===== src/rtl/stopwatch_pkg.sv =====
// Shared definitions for the stopwatch timekeeping core: state encoding,
// counter limits and output field widths.
package stopwatch_pkg;

    // Control FSM state encoding
    localparam logic [1:0] STOP  = 2'd0;
    localparam logic [1:0] RUN   = 2'd1;
    localparam logic [1:0] CLEAR = 2'd2;

    // Output field widths
    localparam int unsigned MSEC_W = 7;
    localparam int unsigned SEC_W  = 6;
    localparam int unsigned MIN_W  = 6;
    localparam int unsigned HOUR_W = 5;

    // Counter maxima (wrap points)
    localparam logic [MSEC_W-1:0] MSEC_MAX = 7'd99;
    localparam logic [SEC_W-1:0]  SEC_MAX  = 6'd59;
    localparam logic [MIN_W-1:0]  MIN_MAX  = 6'd59;
    localparam logic [HOUR_W-1:0] HOUR_MAX = 5'd23;

endpackage


===== src/rtl/stopwatch_tick_gen.sv =====
// 1/100 s tick generator. tick_cnt advances only while enabled, holds
// otherwise so a stop/start keeps sub-tick time, and loads 0 on clear.
module stopwatch_tick_gen #(
    parameter int unsigned TICK_COUNT = 1_000_000
) (
    input  logic clk,
    input  logic rst,
    input  logic enable_i,
    input  logic clear_i,
    output logic tick_o
);
    localparam int unsigned CW = (TICK_COUNT > 1) ? $clog2(TICK_COUNT) : 1;
    localparam logic [CW-1:0] LAST = CW'(TICK_COUNT - 1);

    logic [CW-1:0] tick_cnt_q, tick_cnt_d;

    // Next count and the wrap-cycle tick
    always_comb begin
        tick_o     = enable_i && (tick_cnt_q == LAST);
        tick_cnt_d = tick_cnt_q;
        if (clear_i) begin
            tick_cnt_d = '0;
        end else if (enable_i) begin
            tick_cnt_d = tick_o ? '0 : tick_cnt_q + 1'b1;
        end
    end

    // Tick counter register
    always_ff @(posedge clk or posedge rst) begin
        if (rst) tick_cnt_q <= '0;
        else     tick_cnt_q <= tick_cnt_d;
    end

endmodule


===== src/rtl/stopwatch_datapath.sv =====
// Stopwatch timekeeping core: run/stop/clear FSM, tick-gated cascaded
// counters (0-99 / 0-59 / 0-59 / 0-23) and optional lap hold.
// Build option: define STOPWATCH_LAP_EN to enable the lap-hold snapshot.
module stopwatch_datapath
    import stopwatch_pkg::*;
#(
    parameter int unsigned TICK_COUNT = 1_000_000
) (
    input  logic              clk,
    input  logic              rst,
    input  logic              btn_run,
    input  logic              btn_clear,
    input  logic              btn_lap,
    output logic [MSEC_W-1:0] msec,
    output logic [SEC_W-1:0]  sec,
    output logic [MIN_W-1:0]  min,
    output logic [HOUR_W-1:0] hour,
    output logic              run_active,
    output logic              lap_active
);
    logic [1:0]        state_q, state_d;
    logic              count_en, clear_now, tick;
    logic [MSEC_W-1:0] msec_q, msec_d;
    logic [SEC_W-1:0]  sec_q,  sec_d;
    logic [MIN_W-1:0]  min_q,  min_d;
    logic [HOUR_W-1:0] hour_q, hour_d;

    // Control FSM next state; clear has priority over run in STOP
    always_comb begin
        state_d = state_q;
        case (state_q)
            STOP: begin
                if (btn_clear)    state_d = CLEAR;
                else if (btn_run) state_d = RUN;
            end
            RUN:     if (btn_run) state_d = STOP;
            CLEAR:   state_d = STOP;
            default: state_d = STOP;
        endcase
    end

    // FSM state register
    always_ff @(posedge clk or posedge rst) begin
        if (rst) state_q <= STOP;
        else     state_q <= state_d;
    end

    // Counting only on edges that stay in RUN, so the stop edge never ticks;
    // clearing acts on the edge entering CLEAR so outputs read 0 from there
    assign count_en   = (state_q == RUN) && (state_d == RUN);
    assign clear_now  = (state_d == CLEAR);
    assign run_active = (state_q == RUN);

    stopwatch_tick_gen #(
        .TICK_COUNT(TICK_COUNT)
    ) u_tick_gen (
        .clk     (clk),
        .rst     (rst),
        .enable_i(count_en),
        .clear_i (clear_now),
        .tick_o  (tick)
    );

    // Single-edge carry cascade msec -> sec -> min -> hour
    always_comb begin
        msec_d = msec_q;
        sec_d  = sec_q;
        min_d  = min_q;
        hour_d = hour_q;
        if (clear_now) begin
            msec_d = '0;
            sec_d  = '0;
            min_d  = '0;
            hour_d = '0;
        end else if (tick) begin
            if (msec_q == MSEC_MAX) begin
                msec_d = '0;
                if (sec_q == SEC_MAX) begin
                    sec_d = '0;
                    if (min_q == MIN_MAX) begin
                        min_d  = '0;
                        hour_d = (hour_q == HOUR_MAX) ? '0 : hour_q + 1'b1;
                    end else begin
                        min_d = min_q + 1'b1;
                    end
                end else begin
                    sec_d = sec_q + 1'b1;
                end
            end else begin
                msec_d = msec_q + 1'b1;
            end
        end
    end

    // Live time counters
    always_ff @(posedge clk or posedge rst) begin
        if (rst) begin
            msec_q <= '0;
            sec_q  <= '0;
            min_q  <= '0;
            hour_q <= '0;
        end else begin
            msec_q <= msec_d;
            sec_q  <= sec_d;
            min_q  <= min_d;
            hour_q <= hour_d;
        end
    end

`ifdef STOPWATCH_LAP_EN
    logic              hold_q, hold_d;
    logic [MSEC_W-1:0] lap_msec_q;
    logic [SEC_W-1:0]  lap_sec_q;
    logic [MIN_W-1:0]  lap_min_q;
    logic [HOUR_W-1:0] lap_hour_q;

    // Hold toggles in RUN, releases in STOP or when clearing
    always_comb begin
        hold_d = hold_q;
        if (clear_now)                             hold_d = 1'b0;
        else if (btn_lap && state_q == RUN)        hold_d = ~hold_q;
        else if (btn_lap && state_q == STOP)       hold_d = 1'b0;
    end

    // Hold flag and snapshot of the live value on entering hold
    always_ff @(posedge clk or posedge rst) begin
        if (rst) begin
            hold_q     <= 1'b0;
            lap_msec_q <= '0;
            lap_sec_q  <= '0;
            lap_min_q  <= '0;
            lap_hour_q <= '0;
        end else begin
            hold_q <= hold_d;
            if (hold_d && !hold_q) begin
                lap_msec_q <= msec_d;
                lap_sec_q  <= sec_d;
                lap_min_q  <= min_d;
                lap_hour_q <= hour_d;
            end
        end
    end

    assign lap_active = hold_q;
    assign msec = hold_q ? lap_msec_q : msec_q;
    assign sec  = hold_q ? lap_sec_q  : sec_q;
    assign min  = hold_q ? lap_min_q  : min_q;
    assign hour = hold_q ? lap_hour_q : hour_q;
`else
    logic unused_btn_lap;
    assign unused_btn_lap = btn_lap;
    assign lap_active = 1'b0;
    assign msec = msec_q;
    assign sec  = sec_q;
    assign min  = min_q;
    assign hour = hour_q;
`endif

endmodule


===== config.mk =====
export PLATFORM = sky130hd
export DESIGN_NAME = stopwatch_datapath
export DESIGN_NICKNAME = d
export VERILOG_FILES = /design/src/rtl/stopwatch_pkg.sv /design/src/rtl/stopwatch_tick_gen.sv /design/src/rtl/stopwatch_datapath.sv
export SDC_FILE = /design/constraint.sdc
export NUM_CORES = 1
export LEC_CHECK = 0
export CAP_MARGIN = 20
export CORE_MARGIN = 1
export CORE_UTILIZATION = 60
export CTS_CLUSTER_DIAMETER = 60
export DETAILED_ROUTE_END_ITERATION = 16
export DONT_BUFFER_PORTS = 1
export PLACE_DENSITY = 0.86
export SLEW_MARGIN = 25
export SYNTH_ARGS = -nofsm -noshare
export SYNTH_HDL_FRONTEND = slang
export SYNTH_SLANG_ARGS = --single-unit

===== constraint.sdc =====
create_clock -name clk -period 2.6 [get_ports clk]
set_clock_uncertainty 0.15 [all_clocks]
set_input_delay 0.78 -clock clk [delete_from_list [all_inputs] [get_ports clk]]
set_output_delay 0.78 -clock clk [all_outputs]
set_load 0.01 [all_outputs]

==> results.md <==
- Result of the run: complete, no violations
- Combined area of all synthesized cells: 2470 um^2
- Vias in the first global route: 2050
- Final hold violation count: 0
- Initial core utilization: 65.1%
- Global routing met3 resource utilization: 7.76%
- Max-Slew Margin vs Limit: 65.8%
- Fmax achieved: 412 MHz
- Total cell area at the placement stage: 2720 um^2
- Mux cell area share after synthesis: 0.810%
- Port bufs: 0
- Vias per Instance: 6.19
- Required time at the endpoint of the critical path: 2670 ps
- Xor and xnor area share after synthesis: 6.73%
- Flops & latches, synth: 46
- Synth Area in Adders: 2.53%
- Hold_buf cts: 0
- Kind of start point of the critical path: flip-flop
- Ordered list of cells on the worst path: or4b_4 > nor4_4 > nand2_2 > or4_1 > a21oi_1
- Buffer count from post-CTS setup fixing: 0
- Sequential share of power: 56.8%
- Area of the core: 3800 um^2
- Class of the tightest hold or removal check: in -> async
- Detailed-route wire length per cell: 16.0 um
- Worst r2r dst: min[2]$_DFFE_PP0P_
- Final number of setup-violating endpoints: 0
- Relative contribution of combinational cells to total power: 7.7%
- Routed wire length: 5380 um
- Final weighted congestion of routability-driven global placement: 0.874
- Pre-CTS setup slack: -61.6 ps
- Number of design rule violations left after detail routing: 0
- Kind of end point of the critical path: flip-flop
- # nets final: 296
- Net Switching: 0.313 mW
- Starting DRC count in detailed routing: 217
- Number of core rows: 22
- Most frequent standard cell in the layout excluding fill and tap cells: dfrtp_1
- CTS max path bufs: 2
- Number of gates given a new drive strength after cts: 0
- Summed area of non-filler cells in the final layout: 2810 um^2
- Unrepaired setup endpoints after global routing: false
- Combinational family with the most area after synthesis: simple AND/OR/NAND/NOR gates
- Share of the core filled with cells in the final layout: 73.9%
- Cell chosen for the clock root: clkbuf_8
- CP Max Fanout: 6
- Transition time at the pin with the least slew margin: 512 ps
- Internal power contribution: 0.971 mW
- Pre-antenna DRT Iters: 4
- Worst endpoint data arrival time: 2490 ps
- Post-synth top flop: dfrtp_1
- Later-pin clock latency in the skew report: 310 ps
- Post-Syn Instances: 261
- Number of buffers created by CTS: 5
- Number of nets in the synthesized netlist: 271
- Top library cells by usage in the layout, fill and taps aside: 46 x dfrtp_1, 30 x nor2_1, 23 x nand2_1, 23 x buf_4, 18 x o21ai_0
- Share of power burned in the clock network: 35.4%
- WS Path Type: reg -> reg
- Number of warnings issued by yosys: 0
- TNS Setup: 0 ps
- Cell depth of the worst flop-to-flop path: 5
- Static leakage: 1.25 nW
- Post-synthesis area per instance: 9.47 um^2
- Number of antenna repair diodes: 0
- Post-route total power: 1.28 mW
- Met2 demand-to-capacity share in global routing: 46.3%
- Startpoint of the most critical register-to-register path: u_tick_gen.tick_cnt_q[8]$_DFFE_PP0P_
- First-pass GRT wire length: 9050 um
- EDFF count, synth: 0
- Number of nets with antenna violations after detailed routing: 0
- I/O Pins: 31
- Number of cells in the finished layout apart from fillers: 335
- All-Layer GR Usage: 27.6%
- Worst setup margin: 175 ps
- HPWL after DPL: 3790 um
- Die Outline Area: 4380 um^2
- FILL cells: 254
- Post-synth top area cell: dfrtp_1
- Complex-gate fraction of the synthesized area: 13.1%
- Synth-to-layout area growth: 13.6%
- Worst setup startpoint: u_tick_gen.tick_cnt_q[8]$_DFFE_PP0P_
- Chip Height: 66.2 um
- Hold Slack: 229 ps
- GRT Max-Usage Layer: met2
- Number of antenna violations at the first check in global routing: 0
- Time the worst path needs with I/O delays and setup: 2420 ps
- Reported max-cap violation count: 0
- Residual overflow from global routing: 0
- Number of clock sinks: 46
- CTS tree: done
- Number of placed instances with taps included: 327
- Fraction of layout cells with a size suffix above 1: 15.7%
- Slowest stage delay, CP: 560 ps
- Met1 usage: 34.4%
- Clk slew on worst S/H paths: 90 ps
- Vias: 2075
- Final Cycle Share: 93.3%
- Chip Width: 66.2 um
- Register-to-register setup slack: 180 ps
- Slew Viols, Final: 0
- Total power divided by cell area: 458 nW/um^2
- VDD IR max: 0.000231 V
- Pin count of the biggest net entering global routing: 25
- Top area cells in the synthesized netlist: dfrtp_1 47%, nor2_1 4.6%, xor2_1 4.3%
- Net Sw Frac: 24.4%
- H-tree Lvls: 2
- Proportion of synthesized flip-flops having asynchronous set or reset: 100%
- Crit-path slowest cell: or4b_4
- Synth Area in Simple Gates: 27.5%
- Count of different cell masters after synthesis: 44
- Area share of the leading cell type in the synthesized netlist: 46.6%
- Portion of the post-synthesis area used by sequential elements: 46.6%
-- cells by family after synthesis --
group	after synthesis
and+or+nand+nor	121
AOI/OAI and AO/OA	52
DFF	46
xor gates and xnor gates	19
buffers and inverters	15
adders and majority gates	5
muxes	2
other	1
-- power groups by stage --
stage	logic (mW)	registers (mW)	clock network, mW
final	0.0994	0.730	0.455
after global routing	0.110	0.730	0.499
after CTS	0.100	0.729	0.463
after detailed placement	0.100	0.743	0
after global placement	0.0985	0.743	0
after floorplan	0.0576	0.744	0
-- routing by layer --
metal	vias to the layer above	routed length [um]
met2	54	2660
met4	0	82
met3	10	269
met1	1026	2360
met5	-	0
li1	985	-
-- state kept, by name, summed over array words and instances (netlist names) --
signal                 cells
u_tick_gen.tick_cnt_q     20
msec                       7
min                        6
sec                        6
hour                       5
state_q                    2
-- critical path: cells and delay by family (launching register included) --
family | cells | cell delay [ps]
simple gates | 4 | 1610
flops | 1 | 420
compound gates | 1 | 170
-- synthesized netlist by cell type (3+ instances only) --
master    number
dfrtp_1       46
nor2_1        30
nand2_1       23
o21ai_0       18
nand3_1       15
a21oi_1       14
xor2_1        12
nor3_1        11
and3_1         7
inv_1          7
nand4_1        7
xnor2_1        7
o211ai_1       6
ha_1           5
a31oi_1        4
or4_1          4
buf_2          3
clkbuf_1       3
nand3b_1       3
o31ai_1        3
or3_1          3
-- worst max path at each step --
stage                                      to  cells past startpoint  slack, ps
final                      min[2]$_DFFE_PP0P_                      5        180
after global routing       sec[2]$_DFFE_PP0P_                      5         30
after CTS                  min[2]$_DFFE_PP0P_                      5        160
after global placement    hour[3]$_DFFE_PP0P_                      5          5
after detailed placement  hour[3]$_DFFE_PP0P_                      5        -60
after floorplan            min[2]$_DFFE_PP0P_                      6          8
-- cell type report --
type                       instances  area, um^2  area share (%)
timing repair buffer              25         213            7.58
tap                               48        60.1            2.14
clock inverter                     1        5.00           0.178
sequential                        46        1150            41.0
multi-input combinational        200        1260            44.9
inverter                           8        30.0            1.07
clock buffer                       7        86.3            3.08
Note: power is estimated with default switching activity, not from simulation.
